$ cat src/rtl/chrom_loader_pkg.sv
// Shared types and constants for the chromosome serial loader and its response serializer.
package chrom_loader_pkg;

    typedef enum logic [2:0] {
        ST_IDLE,
        ST_LOAD,
        ST_WAIT_READY,
        ST_START,
        ST_WAIT_DONE,
        ST_SEND_HDR,
        ST_SEND_DATA
    } state_t;

    localparam logic [7:0] HDR_CMD  = 8'hA5;
    localparam logic [7:0] HDR_RESP = 8'h5A;
    localparam logic [7:0] HDR_ERR  = 8'hEE;

    localparam int CHROM_BITS = 992;

endpackage

$ cat src/rtl/chrom_byte_tx_serializer.sv
// Response serializer: header byte, then the error-sum snapshot LSB byte first, with valid/ready hold.
// CHROM_LOADER_CHECKSUM_EN appends an XOR byte over the data bytes.
module chrom_byte_tx_serializer
    import chrom_loader_pkg::*;
#(
    parameter int NUM_ERR_WORDS = 8
) (
    input  logic                        clk,
    input  logic                        rst_n,
    input  logic                        load_resp,
    input  logic                        load_err,
    input  logic [NUM_ERR_WORDS*32-1:0] sums,
    input  logic                        tx_ready,
    output logic [7:0]                  tx_data,
    output logic                        tx_valid,
    output logic                        done
);
    localparam int DATA_BYTES = 4 * NUM_ERR_WORDS;
`ifdef CHROM_LOADER_CHECKSUM_EN
    localparam int LAST_IDX = DATA_BYTES + 1;
`else
    localparam int LAST_IDX = DATA_BYTES;
`endif
    localparam int IDX_W = $clog2(LAST_IDX + 2);

    logic [DATA_BYTES*8-1:0] snap;
    logic [DATA_BYTES*8-1:0] shifted;
    logic [IDX_W-1:0]        idx;
    logic [IDX_W-1:0]        next_idx;
    logic [IDX_W-1:0]        data_sel;
    logic [7:0]              next_byte;
    logic                    single;
    logic                    accept;
    logic                    last;

    assign accept   = tx_valid && tx_ready;
    assign last     = single || (idx == IDX_W'(LAST_IDX));
    assign done     = accept && last;
    assign next_idx = idx + IDX_W'(1);
    assign data_sel = next_idx - IDX_W'(1);

`ifdef CHROM_LOADER_CHECKSUM_EN
    logic [7:0] snap_xor;

    always_comb begin
        snap_xor = '0;
        for (int i = 0; i < DATA_BYTES; i++) begin
            snap_xor = snap_xor ^ snap[8*i +: 8];
        end
    end
`endif

    // Index 0 is the header, so data byte n-1 goes out at index n.
    always_comb begin
        shifted   = snap >> {data_sel, 3'b000};
        next_byte = shifted[7:0];
`ifdef CHROM_LOADER_CHECKSUM_EN
        if (int'(next_idx) > DATA_BYTES) begin
            next_byte = snap_xor;
        end
`endif
    end

    always_ff @(posedge clk or negedge rst_n) begin
        if (!rst_n) begin
            tx_data  <= '0;
            tx_valid <= 1'b0;
            idx      <= '0;
            single   <= 1'b0;
            snap     <= '0;
        end else if (load_resp) begin
            snap     <= sums;
            tx_data  <= HDR_RESP;
            tx_valid <= 1'b1;
            idx      <= '0;
            single   <= 1'b0;
        end else if (load_err) begin
            tx_data  <= HDR_ERR;
            tx_valid <= 1'b1;
            idx      <= '0;
            single   <= 1'b1;
        end else if (accept) begin
            if (last) begin
                tx_valid <= 1'b0;
            end else begin
                tx_data <= next_byte;
                idx     <= next_idx;
            end
        end
    end

endmodule

$ cat src/rtl/chrom_serial_loader.sv
// Byte-stream front end: assembles a chromosome description, runs one evaluation, returns the error sums.
// CHROM_LOADER_CHECKSUM_EN adds a trailing XOR checksum byte to the command and to the response.
module chrom_serial_loader
    import chrom_loader_pkg::*;
#(
    parameter int CHROM_BYTES   = CHROM_BITS / 8,
    parameter int NUM_ERR_WORDS = 8,
    parameter int BYTE_TIMEOUT  = 50000
) (
    input  logic                          iClock,
    input  logic                          iReset_n,
    input  logic [7:0]                    iRxData,
    input  logic                          iRxValid,
    output logic [7:0]                    oTxData,
    output logic                          oTxValid,
    input  logic                          iTxReady,
    output logic [CHROM_BYTES*8-1:0]      oConcatedChromDescription,
    output logic                          oStartProcessing,
    input  logic                          iReadyToProcess,
    input  logic                          iDoneProcessing,
    output logic                          oDoneProcessingFeedback,
    input  logic [NUM_ERR_WORDS-1:0][31:0] iErrorSums,
    output logic                          oBusy,
    output logic                          oFrameError
);
    localparam int IDLE_W = $clog2(BYTE_TIMEOUT + 1);
`ifdef CHROM_LOADER_CHECKSUM_EN
    localparam logic [6:0] FINAL_IDX = 7'(CHROM_BYTES);
`else
    localparam logic [6:0] FINAL_IDX = 7'(CHROM_BYTES - 1);
`endif

    state_t                   state;
    state_t                   next_state;
    logic [6:0]               byte_cnt;
    logic [IDLE_W-1:0]        idle_cnt;
    logic [CHROM_BYTES*8-1:0] desc;
    logic                     rx_hdr;
    logic                     frame_err;
    logic                     frame_err_q;
    logic                     done_fb;
    logic                     load_resp;
    logic                     load_err;
    logic                     tx_done;
`ifdef CHROM_LOADER_CHECKSUM_EN
    logic [7:0]               rx_xor;
`endif

    assign rx_hdr = iRxValid && (iRxData == HDR_CMD);

    always_ff @(posedge iClock or negedge iReset_n) begin
        if (!iReset_n) begin
            state <= ST_IDLE;
        end else begin
            state <= next_state;
        end
    end

    always_comb begin
        next_state = state;
        frame_err  = 1'b0;
        load_resp  = 1'b0;
        load_err   = 1'b0;
        case (state)
            ST_IDLE: begin
                if (rx_hdr) next_state = ST_LOAD;
            end
            // A byte arriving on the expiry cycle takes priority over the timeout.
            ST_LOAD: begin
                if (iRxValid) begin
                    if (byte_cnt == FINAL_IDX) begin
`ifdef CHROM_LOADER_CHECKSUM_EN
                        if (iRxData == rx_xor) begin
                            next_state = ST_WAIT_READY;
                        end else begin
                            frame_err  = 1'b1;
                            load_err   = 1'b1;
                            next_state = ST_SEND_DATA;
                        end
`else
                        next_state = ST_WAIT_READY;
`endif
                    end
                end else if (idle_cnt == IDLE_W'(BYTE_TIMEOUT)) begin
                    frame_err  = 1'b1;
                    next_state = ST_IDLE;
                end
            end
            ST_WAIT_READY: begin
                if (iReadyToProcess) next_state = ST_START;
            end
            ST_START: begin
                next_state = ST_WAIT_DONE;
            end
            ST_WAIT_DONE: begin
                if (iDoneProcessing) begin
                    load_resp  = 1'b1;
                    next_state = ST_SEND_HDR;
                end
            end
            ST_SEND_HDR: begin
                if (oTxValid && iTxReady) next_state = ST_SEND_DATA;
            end
            ST_SEND_DATA: begin
                if (tx_done) next_state = ST_IDLE;
            end
            default: begin
                next_state = ST_IDLE;
            end
        endcase
        if (iRxValid && (state != ST_IDLE) && (state != ST_LOAD)) frame_err = 1'b1;
    end

    always_ff @(posedge iClock or negedge iReset_n) begin
        if (!iReset_n) begin
            desc        <= '0;
            byte_cnt    <= '0;
            idle_cnt    <= '0;
            frame_err_q <= 1'b0;
            done_fb     <= 1'b0;
`ifdef CHROM_LOADER_CHECKSUM_EN
            rx_xor      <= '0;
`endif
        end else begin
            frame_err_q <= frame_err;
            done_fb     <= load_resp;
            if ((state == ST_IDLE) && rx_hdr) begin
                byte_cnt <= '0;
                idle_cnt <= '0;
`ifdef CHROM_LOADER_CHECKSUM_EN
                rx_xor   <= '0;
`endif
            end else if (state == ST_LOAD) begin
                if (iRxValid) begin
                    idle_cnt <= '0;
                    for (int k = 0; k < CHROM_BYTES; k++) begin
                        if (byte_cnt == 7'(k)) desc[8*k +: 8] <= iRxData;
                    end
`ifdef CHROM_LOADER_CHECKSUM_EN
                    if (int'(byte_cnt) < CHROM_BYTES) rx_xor <= rx_xor ^ iRxData;
`endif
                    if (byte_cnt != 7'h7F) byte_cnt <= byte_cnt + 7'd1;
                end else if (idle_cnt != IDLE_W'(BYTE_TIMEOUT)) begin
                    idle_cnt <= idle_cnt + IDLE_W'(1);
                end
            end
        end
    end

    chrom_byte_tx_serializer #(
        .NUM_ERR_WORDS(NUM_ERR_WORDS)
    ) u_tx (
        .clk      (iClock),
        .rst_n    (iReset_n),
        .load_resp(load_resp),
        .load_err (load_err),
        .sums     (iErrorSums),
        .tx_ready (iTxReady),
        .tx_data  (oTxData),
        .tx_valid (oTxValid),
        .done     (tx_done)
    );

    assign oConcatedChromDescription = desc;
    assign oStartProcessing          = (state == ST_START);
    assign oDoneProcessingFeedback   = done_fb;
    assign oBusy                     = (state != ST_IDLE);
    assign oFrameError               = frame_err_q;

endmodule

$ cat config.mk
export PLATFORM = sky130hd
export DESIGN_NAME = chrom_serial_loader
export DESIGN_NICKNAME = d
export VERILOG_FILES = /design/src/rtl/chrom_loader_pkg.sv /design/src/rtl/chrom_byte_tx_serializer.sv /design/src/rtl/chrom_serial_loader.sv
export SDC_FILE = /design/constraint.sdc
export NUM_CORES = 2
export LEC_CHECK = 0
export BUFFER_PORTS_ARGS = -buffer_cell sky130_fd_sc_hd__buf_4
export CORE_AREA = 2 2 496 498
export CTS_CLUSTER_SIZE = 24
export DETAILED_ROUTE_END_ITERATION = 8
export DIE_AREA = 0 0 498 500
export GPL_TIMING_DRIVEN = 0
export MAX_ROUTING_LAYER = met4
export SLEW_MARGIN = 0
export SYNTH_ARGS = -nofsm -noshare
export SYNTH_HDL_FRONTEND = slang
export SYNTH_SLANG_ARGS = --single-unit
$ cat constraint.sdc
create_clock -name iClock -period 4.5 [get_ports iClock]
set_input_delay 0.225 -clock iClock [delete_from_list [all_inputs] [get_ports iClock]]
set_output_delay 0.225 -clock iClock [all_outputs]
set_load 0.05 [all_outputs]
After elaboration in Yosys (flattened, before gate mapping)
Cells that the tools add are included.

word-level totals
  register bits = 1291

cells by class
  $add $sub $neg = 4
  equality and inequality tests = 143
  shifts and indexed selects = 1
  muxes and demuxes = 32
  bitwise logic cells = 1
  reduce and logical (&&, ||, !) cells = 144

operators by type and width
  kind                                            count
  AND reduction 4 bit                             124
  == test 7 bit (second input constant)           60
  >> shifter 256 x 9 -> 8 bit                     1
  == test 7 x 6 -> 1 bit (second input constant)  32
  == test 7 x 5 -> 1 bit (second input constant)  16
  two-way mux 16 bit                              4
  == test 7 x 4 -> 1 bit (second input constant)  8
  == test 7 x 3 -> 1 bit (second input constant)  4
  two-way mux 7 bit                               4
  two-way mux 3 bit                               8
  two-way mux 8 bit                               3
  case mux 3 bit (7 select lines)                 1
  two-way mux 6 bit                               3
  adder 16 x 1 -> 16 bit (second input constant)  1
  == test 16 bit (second input constant)          1
  != test 16 bit (second input constant)          1
  == test 7 x 2 -> 1 bit (second input constant)  2
  != test 2 bit (second input constant)           5
  nonzero test 2 bit                              5
  == test 3 bit (second input constant)           3
  two-way mux 1 bit                               9
  == test 8 bit (second input constant)           1
  adder 7 x 1 -> 7 bit (second input constant)    1
  == test 7 x 1 -> 1 bit (second input constant)  1
  18 further kinds                                27

Depth between registers and ports, before layout
  word-level depth = 6
  depth in mapped cells = 13
  depth with buffers taken out = 8

Hierarchy
A second synthesis with hierarchy kept.

second synthesis, totals
  cells, all modules = 3332
  area, all modules = 51770.9 um^2

by module, submodules not included
  module                    times used  cells each  area an instance (um^2)  seq. area each (um^2)
  chrom_serial_loader       1           2498        39111.3                  25524.5
  chrom_byte_tx_serializer  1           834         12659.6                  6806.5

Worst setup path after synthesis
No wires, ideal clock.

  path type = register to register
  from = register u_tx.idx[0]
  to = register u_tx.tx_data[0]
  library setup time = 0.122 ns
  data arrival time = 3.054 ns
  data required time = 4.378 ns
  path slack = 1.324 ns
  cell stages (with the launch flop) = 14
  period minus slack after synthesis = 3.176 ns
  path through = dfrtp_1 -> buf_2 -> buf_2 -> buf_1 -> inv_1 -> ha_1 -> clkbuf_1 -> buf_4 -> buf_2 -> mux4_2 -> mux2i_1 -> mux2i_1 -> a32oi_1 -> nand2_1

on the way
  word-level cells in the longest chain between the ends = 6
  elaborated cells between the ends (all ways) = 9
  classes of those cells = 2 x add/sub; 2 x eq/ne; 1 x shift; 3 x mux; 1 x reduce/logical

RTL lines
  what                         line                            text
  start, declared              chrom_byte_tx_serializer.sv:28  logic [IDX_W-1:0] idx;
  start signal, assigned       chrom_byte_tx_serializer.sv:87  idx <= next_idx;
  adder 6 x 1 -> 6 bit         chrom_byte_tx_serializer.sv:39  assign next_idx = idx + IDX_W'(1);
  subtractor 6 x 1 -> 6 bit    chrom_byte_tx_serializer.sv:40  assign data_sel = next_idx - IDX_W'(1);
  >> shifter 256 x 9 -> 8 bit  chrom_byte_tx_serializer.sv:55  shifted = snap >> {data_sel, 3'b000};
  two-way mux 8 bit            chrom_byte_tx_serializer.sv:83  if (last) begin
  two-way mux 8 bit            chrom_byte_tx_serializer.sv:82  end else if (accept) begin
  two-way mux 8 bit            chrom_byte_tx_serializer.sv:71  end else if (load_resp) begin
  end signal, assigned         chrom_byte_tx_serializer.sv:86  tx_data <= next_byte;
  end, declared                chrom_byte_tx_serializer.sv:14  output logic [7:0] tx_data,

Parallel ways exist; a longest one is shown, timed or not. The select of a mux whose other input is x is not followed.
A chain may end at the register's enable or synchronous reset.

Worst setup path in the final report
  from = register u_tx.idx[0]
  to = register u_tx.tx_data[6]

The elaborated chain is that of the path after synthesis.

==> flow_summary.json <==
{
  "status": "completed",
  "cts.sinks": 1291,
  "max_stage_delay_ns": 0.62,
  "wl_per_cell_um": 27.8,
  "synth-simple-area-share_pct": 3.55,
  "die-area_mm2": 0.249,
  "crit_cells": 13,
  "worstPathMaxFanout": 10,
  "synth_adder_area_share_pct": 0.218,
  "synthXorXnorAreaFrac_pct": 0.305,
  "clk-insertion-delay-late_ns": 0.84,
  "clock_path_buffers": 3,
  "skew_ns": 0.0710,
  "cts-root-buf": "clkbuf_16",
  "io_pins": 1275,
  "tns_ns": 0,
  "p_per_area_mw_per_mm2": 344,
  "rows": 182,
  "n_fill_cell": 24600,
  "worstPathArrival_ns": 4.95,
  "regArea_mm2": 0.0323,
  "synthFlopType": "dfrtp_1",
  "antenna_found_initial": 55,
  "syn_inst": 3271,
  "synth_area_mm2": 0.0517,
  "synth_warnings": 0,
  "area_growth_pct": 42.0,
  "synth_compound_area_share_pct": 0.885,
  "synth_edf_count": 0,
  "peakVddDrop_v": 0.000318,
  "drtIter0Drc": 2209,
  "path_class": "register to register",
  "drtAntennaViolNets": 0,
  "maxCapViolCount": 0,
  "timing.fmax_mhz": 232,
  "rrSetupSlack_ns": 0.20,
  "synth_top_family_by_area": "multiplexers",
  "cts_tree": "done",
  "syn_area_per_cell_um2": 15.8,
  "hpwl_um": 178000,
  "path_cells": "buf_2 -> buf_2 -> buf_2 -> inv_1 -> ha_1 -> clkbuf_1 -> buf_4 -> buf_2 -> mux4_2 -> mux2i_1 -> nand2_1 -> o211ai_1 -> a31oi_1",
  "nets": 5239,
  "coreArea_mm2": 0.244,
  "path_common_cell": "buf_2",
  "crit_start": "u_tx.idx[0]",
  "synth_cell_types": 62,
  "critical-path-slowest-cell": "mux4_2",
  "syn-num-nets": 3550,
  "die_h_um": 500,
  "synth-seq-cells": 1291,
  "synthMuxAreaShare_pct": 30.8,
  "r2r_cells": 13,
  "grt_max_degree": 178,
  "endpoint": "u_tx.tx_data[6]",
  "final_cells": 8351,
  "reg2reg_from": "u_tx.idx[0]",
  "cp.buffers_inverters": 7,
  "async_flop_share_pct": 100,
  "finalMaxSlewViolations": 0,
  "hp-class": "input port to asynchronous set/reset pin",
  "vias": 36100,
  "period_minus_slack_ns": 4.30,
  "cp-end-kind": "register",
  "ys_seq_area_share_pct": 62.5,
  "cp_data_required_time_ns": 5.15,
  "finalHoldViolCount": 0,
  "multiInputGateArea_mm2": 0.0185,
  "die_w_um": 498,
  "port_buffers": 1266,
  "viasPerCell": 4.32,
  "clk_pin_slew_worst_paths_ns": 0.06,
  "worstMarginPinSlew_ns": 1.40,
  "start_kind": "register",
  "wl_um": 232000,
  "p_leak_nw": 37.3,
  "start_util_pct": 21.2,
  "setup-violations-final": 0,
  "grtUsageTotal_pct": 18.6,
  "post_cts_buffers": 0,
  "drive_gt1_share_pct": 59.0,
  "slew_headroom_pct": 6.40,
  "dp_cells": 7766,
  "regToRegEndpoint": "u_tx.tx_data[6]",
  "place_congestion": 0.864,
  "numCtsBuffers": 149,
  "period_share_pct": 95.6,
  "grt_pass1_wl_um": 313000,
  "crit_family": "buffers and inverters",
  "htreeDepth": 4,
  "grt_pass1_vias": 37500,
  "grt_overflow_total": 0,
  "drc": 0,
  "dr.pass1.iters": 6,
  "grt_setup_unrepaired": "no"
}
placed cells by master, fill, tap and decap left out, types with 10 or more instances in the layout:
master	netlist	layout
inv_1	14	14
nor2_4	15	15
clkbuf_1	148	177
buf_2	53	54
clkinv_16	0	10
o21ai_0	14	14
nand3_2	9	11
xnor2_1	12	12
clkinv_2	0	13
nand2_1	65	65
buf_4	2	1267
dfrtp_1	1291	1291
mux4_2	64	64
mux2_2	1252	1252
nor2_1	38	38
mux2i_1	36	36
buf_16	0	10
nor2_2	61	61
clkbuf_8	0	36
nor3_1	12	12
nand3_1	43	41
o31ai_1	10	10
diode_2	0	52
dlygate4sd3_1	0	262
clkbuf_16	0	150
metrics by stage:
stage | power (mW) | util (%) | hold WS, ns | area [um^2] | worst slack [ns]
global route | 26.1 | 30.0 | 0.116 | 73400 | 0.00264
detailed placement | 12.7 | 26.8 | 0.174 | 65500 | -0.249
global placement | 12.6 | 26.7 | 0.459 | 65300 | -12.98
CTS | 25.6 | 30.0 | 0.0703 | 73300 | 0.0954
finish | 25.3 | 30.1 | 0.117 | 73400 | 0.196
floorplan | 11.9 | - | -0.0706 | 51700 | 1.32
worst min-delay path, stage by stage:
cell	delay [ns]
dlygate4sd3_1	0.61
buf_16	0.17
buf_16	0.32
final cells by class:
cell class                      count  area share, %
Sequential cell                  1291           44.0
Multi-Input combinational cell   1759           25.2
Timing Repair Buffer             1538           16.9
Clock buffer                      222           5.97
Tap cell                         3220           5.49
Buffer                            207           1.18
Clock inverter                     48           1.01
Antenna cell                       52          0.177
Inverter                           14         0.0716
state kept, by name, indices dropped and copies added, names as in the netlist:
register	cells
state	3
oFrameError	1
oDoneProcessingFeedback	1
oConcatedChromDescription	992
byte_cnt	7
idle_cnt	16
u_tx.tx_data	8
u_tx.tx_valid	1
u_tx.snap	256
u_tx.idx	6
timing repair:
item | in CTS | in global routing
gates resized for setup | 1 | 0
hold endpoints to repair | 722 | 0
endpoints found under the setup margin | 7 | 0
hold buffers | 263 | 0
cell usage after synthesis (all sizes together) (2+ instances only):
cell type,number,area (um^2)
mux2,1255,14100
or3,3,18.8
a21o,2,15.0
a31oi,4,25.0
o211ai,7,52.6
nand4bb,3,50.1
nor2b,8,50.1
ha,9,113
inv,14,52.6
dfrtp,1291,32300
nor4,5,46.3
or3b,3,26.3
nor2,114,693
clkbuf,148,556
nor3b,2,15.0
buf,59,303
a21oi,7,35.0
xnor2,12,105
and3,9,56.3
nor3,14,80.1
xor2,6,52.6
and3b,3,26.3
mux4,64,1440
nand2b,4,25.0
o21ai,14,70.1
nand3,52,305
o21bai,2,15.0
a32oi,4,35.0
nand2,70,275
mux2i,36,360
nand4,6,37.5
nand3b,5,37.5
or2,7,43.8
o2111ai,3,26.3
o31ai,11,87.6
cells by family after synthesis:
logic type                 after synthesis
adders and majority gates                9
AOI/OAI and AO/OA                       63
xor gates and xnor gates                18
and+or+nand+nor                        314
buffers and inverters                  221
muxes                                 1355
DFF                                   1291
worst min path at each step:
stage                         end  slack, ns  cells after the start
floorplan             byte_cnt[0]      -0.07                      0
global route        u_tx.snap[59]       0.12                      3
global placement    u_tx.snap[66]       0.46                      2
detailed placement  u_tx.snap[59]       0.17                      1
finish              u_tx.snap[59]       0.12                      3
CTS                 u_tx.snap[57]       0.07                      3
layer usage:
| metal | GRT usage [%] | wire, um | vias to the layer above |
|---|---|---|---|
| met3 | 4.20 | 13400 | 404 |
| met4 | 7.79 | 11300 | 0 |
| met5 | - | 0 | - |
| li1 | - | - | 15200 |
| met2 | 32.0 | 118000 | 1450 |
| met1 | 20.6 | 89200 | 19000 |
where the power goes:
group | internal [mW] | switching (mW) | total (mW)
Clock | 7.21 | 5.44 | 12.6
Combinational | 0.346 | 0.671 | 1.02
Sequential | 11.6 | 0.00118 | 11.6
Total | 19.2 | 6.11 | 25.3
(Power assumes the default switching activity.)
